File: config.mk
export PLATFORM = sky130hd
export DESIGN_NAME = spi_slave_tx_feeder_flat
export DESIGN_NICKNAME = d
export VERILOG_FILES = /design/src/rtl/spi_slave_pkg.sv /design/src/rtl/spi_slave_tx_feeder_if.sv /design/src/rtl/spi_tx_prefetch_reg.sv /design/src/rtl/spi_slave_tx_feeder.sv /design/src/flat_wrapper.sv
export SDC_FILE = /design/constraint.sdc
export NUM_CORES = 1
export LEC_CHECK = 0
export ABC_CLOCK_PERIOD_IN_PS = 3350
export CAP_MARGIN = 25
export CELL_PAD_IN_SITES_DETAIL_PLACEMENT = 1
export CELL_PAD_IN_SITES_GLOBAL_PLACEMENT = 1
export CORE_UTILIZATION = 36
export CTS_CLUSTER_DIAMETER = 40
export DETAILED_ROUTE_END_ITERATION = 16
export PLACE_DENSITY_LB_ADDON = 0.05
export REMOVE_ABC_BUFFERS = 1
export SLEW_MARGIN = 20
export SYNTH_ARGS = -nofsm -noshare
export SYNTH_HDL_FRONTEND = slang
export SYNTH_SLANG_ARGS = --single-unit
File: constraint.sdc
create_clock -name sclk -period 3.35 [get_ports sclk]
set_input_delay 1.005 -clock sclk [delete_from_list [all_inputs] [get_ports sclk]]
set_output_delay 1.005 -clock sclk [all_outputs]
set_load 0.05 [all_outputs]
File: src/rtl/spi_slave_pkg.sv
// spi_slave_pkg: shared feeder state encoding and shifter word targets
package spi_slave_pkg;
    typedef enum logic [2:0] {ST_IDLE, ST_FETCH, ST_LOAD, ST_STREAM, ST_LAST} feeder_state_t;
    localparam logic [7:0] SPI_TX_CNT_SINGLE = 8'd31;
    localparam logic [7:0] SPI_TX_CNT_QUAD = 8'd7;
    function automatic logic [7:0] tx_target(input logic quad);
        return quad ? SPI_TX_CNT_QUAD : SPI_TX_CNT_SINGLE;
    endfunction
endpackage

File: src/rtl/spi_slave_tx_feeder_if.sv
// spi_slave_tx_feeder_if: TX FIFO read side and TX shifter load side of the feeder
interface spi_slave_tx_feeder_if;
    logic [31:0] fifo_data;
    logic        fifo_valid;
    logic        fifo_ready;
    logic [31:0] tx_data;
    logic        tx_data_valid;
    logic [7:0]  tx_counter;
    logic        tx_counter_upd;
    logic        tx_done;
    modport master (
        input  fifo_data, fifo_valid, tx_done,
        output fifo_ready, tx_data, tx_data_valid, tx_counter, tx_counter_upd
    );
    modport slave (
        output fifo_data, fifo_valid, tx_done,
        input  fifo_ready, tx_data, tx_data_valid, tx_counter, tx_counter_upd
    );
endinterface

File: src/rtl/spi_tx_prefetch_reg.sv
// spi_tx_prefetch_reg: one-entry word register; flush beats push, push beats pop
module spi_tx_prefetch_reg (
    input  logic        sclk,
    input  logic        rstn,
    input  logic        push,
    input  logic [31:0] push_data,
    input  logic        pop,
    input  logic        flush,
    output logic        valid,
    output logic [31:0] data
);
    always_ff @(posedge sclk or negedge rstn) begin
        if (!rstn) begin
            valid <= 1'b0;
            data <= '0;
        end else begin
            valid <= flush ? 1'b0 : push ? 1'b1 : pop ? 1'b0 : valid;
            if (push) data <= push_data;
        end
    end
endmodule

File: src/rtl/spi_slave_tx_feeder.sv
// spi_slave_tx_feeder: feeds TX FIFO words into the SPI slave shifter with a one-word prefetch.
// Define SPI_TX_UNDERRUN_FILL_EN to send FILL_WORD on underrun instead of letting the shifter emit zeros.
module spi_slave_tx_feeder
    import spi_slave_pkg::*;
#(
    parameter logic [31:0] FILL_WORD = 32'hDEAD_BEEF,
    parameter int          CNT_W = 16
) (
    input  logic             sclk,
    input  logic             rstn,
    input  logic             start,
    input  logic [CNT_W-1:0] num_words,
    input  logic             en_quad,
    input  logic             abort,
    output logic             busy,
    output logic             underrun,
    output logic [CNT_W-1:0] words_sent,
    spi_slave_tx_feeder_if.master bus
);
`ifdef SPI_TX_UNDERRUN_FILL_EN
    localparam logic FILL_EN = 1'b1;
`else
    localparam logic FILL_EN = 1'b0;
`endif
    feeder_state_t state, next;
    logic [CNT_W-1:0] words_left;
    logic [31:0] pf_data;
    logic pf_valid, pf_pop, sent_inc, accept;

    assign accept = state == ST_IDLE && start && num_words != '0;
    assign busy = state != ST_IDLE;

    // Leaving for IDLE always drops the prefetch so a new transfer starts clean
    spi_tx_prefetch_reg u_pf (
        .sclk(sclk),
        .rstn(rstn),
        .push(bus.fifo_valid && bus.fifo_ready),
        .push_data(bus.fifo_data),
        .pop(pf_pop),
        .flush(next == ST_IDLE),
        .valid(pf_valid),
        .data(pf_data)
    );

    always_comb begin
        next = state;
        bus.fifo_ready = 1'b0;
        bus.tx_data = '0;
        bus.tx_data_valid = 1'b0;
        bus.tx_counter_upd = 1'b0;
        pf_pop = 1'b0;
        sent_inc = 1'b0;
        underrun = 1'b0;
        case (state)
            ST_IDLE: next = accept ? ST_FETCH : ST_IDLE;
            ST_FETCH: begin
                bus.fifo_ready = !abort;
                next = bus.fifo_valid ? ST_LOAD : ST_FETCH;
            end
            ST_LOAD: begin
                bus.tx_data = pf_data;
                bus.tx_data_valid = !abort;
                bus.tx_counter_upd = !abort;
                pf_pop = 1'b1;
                sent_inc = !abort;
                next = words_left == CNT_W'(1) ? ST_LAST : ST_STREAM;
            end
            ST_STREAM: begin
                bus.fifo_ready = !pf_valid && !abort;
                if (bus.tx_done && !abort) begin
                    sent_inc = 1'b1;
                    pf_pop = pf_valid;
                    underrun = !pf_valid;
                    bus.tx_data = pf_valid ? pf_data : FILL_WORD;
                    bus.tx_data_valid = pf_valid || FILL_EN;
                    next = words_left == CNT_W'(1) ? ST_LAST : ST_STREAM;
                end
            end
            ST_LAST: next = bus.tx_done ? ST_IDLE : ST_LAST;
            default: next = ST_IDLE;
        endcase
        if (abort) next = ST_IDLE;
    end

    always_ff @(posedge sclk or negedge rstn) begin
        if (!rstn) begin
            state <= ST_IDLE;
            words_left <= '0;
            words_sent <= '0;
            bus.tx_counter <= SPI_TX_CNT_QUAD;
        end else begin
            state <= next;
            if (accept) begin
                words_left <= num_words;
                words_sent <= '0;
                bus.tx_counter <= tx_target(en_quad);
            end else if (sent_inc) begin
                words_left <= words_left - CNT_W'(1);
                words_sent <= words_sent + CNT_W'(1);
            end
        end
    end
endmodule

File: src/flat_wrapper.sv
// flat-port wrapper written by rule: the top's interface ports become plain ports
module spi_slave_tx_feeder_flat import spi_slave_pkg::*;
#(
    parameter logic [31:0] FILL_WORD = 32'hDEAD_BEEF,
    parameter int          CNT_W = 16
)
  (sclk, rstn, start, num_words, en_quad, abort, busy, underrun, words_sent, bus_fifo_data, bus_fifo_valid, bus_tx_done, bus_fifo_ready, bus_tx_data, bus_tx_data_valid, bus_tx_counter, bus_tx_counter_upd);
  spi_slave_tx_feeder_if bus_i ();
  input  logic sclk;
  input  logic rstn;
  input  logic start;
  input  logic [CNT_W-1:0] num_words;
  input  logic en_quad;
  input  logic abort;
  output logic busy;
  output logic underrun;
  output logic [CNT_W-1:0] words_sent;
  input wire logic [$bits(bus_i.fifo_data)-1:0] bus_fifo_data;
  input wire logic [$bits(bus_i.fifo_valid)-1:0] bus_fifo_valid;
  input wire logic [$bits(bus_i.tx_done)-1:0] bus_tx_done;
  output wire logic [$bits(bus_i.fifo_ready)-1:0] bus_fifo_ready;
  output wire logic [$bits(bus_i.tx_data)-1:0] bus_tx_data;
  output wire logic [$bits(bus_i.tx_data_valid)-1:0] bus_tx_data_valid;
  output wire logic [$bits(bus_i.tx_counter)-1:0] bus_tx_counter;
  output wire logic [$bits(bus_i.tx_counter_upd)-1:0] bus_tx_counter_upd;
  assign bus_i.fifo_data = bus_fifo_data;
  assign bus_i.fifo_valid = bus_fifo_valid;
  assign bus_i.tx_done = bus_tx_done;
  assign bus_fifo_ready = bus_i.fifo_ready;
  assign bus_tx_data = bus_i.tx_data;
  assign bus_tx_data_valid = bus_i.tx_data_valid;
  assign bus_tx_counter = bus_i.tx_counter;
  assign bus_tx_counter_upd = bus_i.tx_counter_upd;
  spi_slave_tx_feeder #(.FILL_WORD(FILL_WORD), .CNT_W(CNT_W)) u_core (.sclk(sclk), .rstn(rstn), .start(start), .num_words(num_words), .en_quad(en_quad), .abort(abort), .busy(busy), .underrun(underrun), .words_sent(words_sent), .bus(bus_i));
endmodule
== Word-level counts from Yosys, hierarchy flattened ==
Cells that the tools add are included.

* Register bits: 76
* Input bits: 55
* Output and inout bits: 61
* Word-level logic and storage cells: 53

* Add/sub/neg operators: 2
* Eq/ne operators: 5
* Muxes and demuxes: 27
* Reductions and logical operators: 13

{| class="wikitable"
|+ Operator list
! operator !! number
|-
| $mux W16 || 4
|-
| $mux W32 || 2
|-
| $pmux W32 S2 || 1
|-
| $add A16 B1 Y16 const B || 1
|-
| $eq A16 B1 Y1 const B || 1
|-
| $reduce_bool A16 Y1 || 1
|-
| $sub A16 B1 Y16 const B || 1
|-
| $pmux W3 S5 || 1
|-
| $mux W3 || 4
|-
| $mux W1 || 9
|-
| $pmux W1 S2 || 4
|-
| $eq A3 B2 Y1 const B || 2
|-
| $logic_not A3 Y1 || 2
|-
| $reduce_bool A3 Y1 || 2
|-
| $logic_and A1 B1 Y1 || 5
|-
| $mux W5 || 1
|-
| $eq A3 B1 Y1 const B || 1
|-
| $eq A3 B3 Y1 const B || 1
|-
| $logic_not A1 Y1 || 2
|-
| $mux W2 || 1
|-
| $reduce_bool A2 Y1 || 1
|}

== Longest topological paths before layout ==
* Word-level depth: 8
* Depth in mapped cells: 6
* Depth with buffers taken out: 6

== By module ==
Synthesis repeated with hierarchy kept, for this count alone.

* Cells, all modules: 349
* Area total of the unflattened synthesis: 3,787.4 um^2

{| class="wikitable"
|+ By module, submodules not included
! module !! times used !! cells an instance !! area an instance (um^2) !! sequential area each (um^2)
|-
| spi_slave_tx_feeder || 1 || 277 || 2,406.1 || 900.9
|-
| spi_tx_prefetch_reg || 1 || 72 || 1,381.3 || 825.8
|}

== Worst setup path before layout ==
OpenSTA, ideal clock, no wires.

* Path type: input -> output
* From: in abort
* To: out bus_tx_data[0]
* Arrival time: 2,710 ps
* Required time: 2,345 ps
* Path slack: -365 ps
* Stages on the path: 4
* Buffers on the path: 1
* Cell sequence: nand2b_1 -> nor4_2 -> clkbuf_1 -> a21o_1

* Cells in the longest elaborated chain, start to end: 4

{| class="wikitable"
|+ Ends and longest elaborated chain
! what !! line !! source
|-
| from (decl) || flat_wrapper.sv:14 || <nowiki>input logic abort;</nowiki>
|-
| $logic_not A1 Y1 || spi_slave_tx_feeder.sv:70 || <nowiki>if (bus.tx_done && !abort) begin</nowiki>
|-
| $logic_and A1 B1 Y1 || spi_slave_tx_feeder.sv:70 ||
|-
| $mux W32 || spi_slave_tx_feeder.sv:70 ||
|-
| $pmux W32 S2 || spi_slave_tx_feeder.sv:54 || <nowiki>case (state)</nowiki>
|-
| to (decl) || flat_wrapper.sv:22 || <nowiki>output wire logic [$bits(bus_i.tx_data)-1:0] bus_tx_data;</nowiki>
|}

Every way passes these cells.

== Final worst setup path ==
* From: in abort
* To: out bus_tx_data[10]

The elaborated chain is that of the path after synthesis.

==> results.yml <==
synth:
  synth-seq-cells: 69
  ys_async_sr_fraction_pct: 100
  ys_types: 54
  postSynthCellCount: 353
  synth-seq-area-share_pct: 46.3
  syn-cell-area_sq_um: 3730
  synth_edf_count: 0
  syn_avg_cell_area_sq_um: 10.6
  synthFlopType: "dfrtp_1"
  yosysWarnings: 0
cts:
  cts-root-buf: "clkbuf_8"
  clkLatencyLatePin_ps: 360
  cts.clk_slew.worst_paths_ps: 70
  cts_made_buffers: 9
  cts.path.max_buffers: 2
  hold_buffers: 0
  htree_num_levels: 3
  cts_sinks: 69
  cts_tree: "yes"
global_routing:
  antenna_found_initial: 0
  gr-total-overflow: 0
  grtUsageTotal_pct: 22.1
  grt_pass1_wl_mm: 18.5
  grt_pass1_vias: 3561
  grt_max_degree: 38
drt:
  drtIter0Drc: 95
  vias_per_cell: 5.31
  wirelength_mm: 11.2
  vias: 3298
  wl_per_cell_um: 18.1
  drcViolationCount: 0
  dr.pass1.iters: 4
  antenna_left: 0
pwr:
  powerDensity_nw_per_um2: 460
  p_total_mw: 2.64
  vdd_drop_max_mv: 0.218
  p_leak_nw: 2.49
setup_path:
  cp.required_ps: 2340
  worstPathArrival_ps: 2260
  crit_type: "primary input to output port"
  crit_chain: "clkdlybuf4s15_1 > nand2b_4 > nor4_4 > buf_6 > buf_12 > o21a_1 > buf_12"
  startpoint_type: "primary input"
  crit_top_cell: "buf_12"
  crit_buf_inv: 4
  crit_slowest_cell: "clkdlybuf4s15_1"
  cp_slowest_stage_delay_ps: 220
  cp_top_family: "buffers and inverters"
  worstPathMaxFanout: 7
  endpoint_kind: "output port"
sta:
  setup_viol: 0
  max_freq_ghz: 0.306
  finalCritPeriodShare_pct: 97.6
  hold_ws_ps: 504
  hold_violations: 0
  tns_ps: 0
  skew_ps: 8.49
  rsz0062_at_grt: "false"
  period_minus_slack_ps: 3270
  setup_slack_ps: 80.8
  maxSlewViolCount: 0
  tightest_slew_ps: 809
  slew_headroom_pct: 46.1
final_layout:
  utilization_pct: 57.9
  diodes: 0
  nNetsFinal: 541
  syn_to_final_growth_pct: 54.0
  layout-drive-gt1-share_pct: 26.8
floorplanning:
  die_w_um: 104
  core_sq_um: 9910
  num_io_pins: 116
  dieArea_sq_um: 10800
  start_util_pct: 37.6
  rows: 36
  die_h_um: 104
placed_design:
  dp_hpwl_mm: 8.34
  dp_slack_ps: -226
  portBuffers: 109
  gp_congestion: 0.796
run:
  cap_violations: 0
run_status:
  status: "completed"
hold_path:
  worstHoldPathType: "register to register"
==> cell families after synthesis <==
| kind of cell | share of synthesized area [%] |
|---|---|
| multiplexers | 11.4 |
| AND/OR/NAND/NOR | 19.5 |
| buffers and inverters | 4.46 |
| XOR/XNOR | 1.88 |
| adder cells (fa/ha/maj) | 1.01 |
| other | 0.201 |
| flip-flops | 46.3 |
| AO/OA/AOI/OAI | 15.2 |
==> path summary, 6_finish.rpt <==
check	slack, ps	cells past startpoint	end	start
max in group asynchronous	1930	2	u_core.u_pf.data[29]	rstn
max	80	7	bus_tx_data[10]	abort
min reg2reg	500	1	u_core.u_pf.data[4]	u_core.u_pf.data[4]
min	500	1	u_core.u_pf.data[4]	u_core.u_pf.data[4]
max reg2reg	1220	5	u_core.words_left[1]	u_core.state[1]
min in group asynchronous	740	1	u_core.words_sent[12]	rstn
==> layout make-up <==
class                           instances  area [sq um]
Timing Repair Buffer                  137          1730
Tap cell                              133           166
Inverter                                9          33.8
Clock buffer                           12           165
Multi-Input combinational cell        257          1870
Clock inverter                          4          45.0
Sequential cell                        69          1730
Fill cell                            1074          4170
==> worst register-to-register path, stage by stage (launching register included) <==
cell,delay [ps]
dfrtp_1,480
nor3_1,260
buf_4,180
nand2_1,220
o21ai_0,610
o221ai_1,230
==> power by group <==
group          internal [mW]  total (mW)  switching, mW
Clock                  0.401       0.731          0.330
Sequential              1.01        1.15          0.138
Combinational          0.385       0.758          0.373
Total                   1.80        2.64          0.842
==> timing repair <==
| item | 4_1_cts | 5_1_grt |
|---|---|---|
| pin swaps | 1 | 2 |
| setup buffers | 1 | 0 |
| gates resized for setup | 6 | 1 |
| endpoints found under the setup margin | 35 | 20 |
| cloned | 1 | 1 |
==> metal layers <==
layer	global-route usage (%)	wire (um)
met5	0	0
met4	8.78	196
met3	4.03	425
met2	39.1	5650
met1	26.5	4970
==> cells in the final DEF (no fill, tap or decap), types with 3 or more instances in the layout <==
cell / n
nand3_1: 14
o21ai_0: 13
and2_1: 10
and4_1: 5
buf_12: 39
or3_1: 10
clkbuf_8: 12
nor3_1: 6
inv_1: 9
nor4_1: 6
nand2_1: 15
a21oi_1: 14
a21o_1: 18
ha_1: 3
nor2_1: 15
and3_1: 3
a31oi_1: 3
o31ai_1: 3
o32ai_1: 4
buf_4: 22
dfrtp_1: 69
a221o_1: 3
xor2_1: 3
clkdlybuf4s50_1: 70
nand2b_1: 6
conb_1: 6
clkinv_2: 3
mux2_2: 36
o21a_1: 10
xnor2_1: 5
nand4_1: 11
==> registers in the layout, summed over array words and instances (netlist names) <==
name / cells
u_core.u_pf.data: 32
u_core.bus.tx_counter: 1
u_core.u_pf.valid: 1
u_core.state: 3
u_core.words_left: 16
u_core.words_sent: 16
==> per-stage QoR <==
step                      std cells  area, sq um
after global placement          602         5460
after CTS                       620         5710
final                           621         5740
after floorplan                 335         3610
after detailed placement        602         5460
after global routing            621         5740
==> synthesized netlist by cell type (all sizes together), types with 3 or more instances <==
cell | n | area, sq um
o21ai | 13 | 65.1
buf | 17 | 114
o31ai | 3 | 22.5
a21oi | 15 | 75.1
ha | 3 | 37.5
nor3 | 7 | 40.0
mux2 | 36 | 405
nor4 | 9 | 83.8
or4 | 3 | 26.3
nand2b | 8 | 57.6
inv | 9 | 33.8
o32ai | 4 | 35.0
a21o | 18 | 135
clkbuf | 5 | 18.8
xor2 | 3 | 26.3
nand2 | 15 | 56.3
a221o | 3 | 30.0
and4 | 5 | 43.8
and3 | 3 | 18.8
dfrtp | 69 | 1730
xnor2 | 5 | 43.8
o21a | 10 | 75.1
nor2 | 17 | 68.8
or3 | 11 | 70.1
a31oi | 3 | 18.8
nand3 | 14 | 70.1
and2 | 10 | 62.6
nand4 | 11 | 68.8
(Power assumes the default switching activity.)
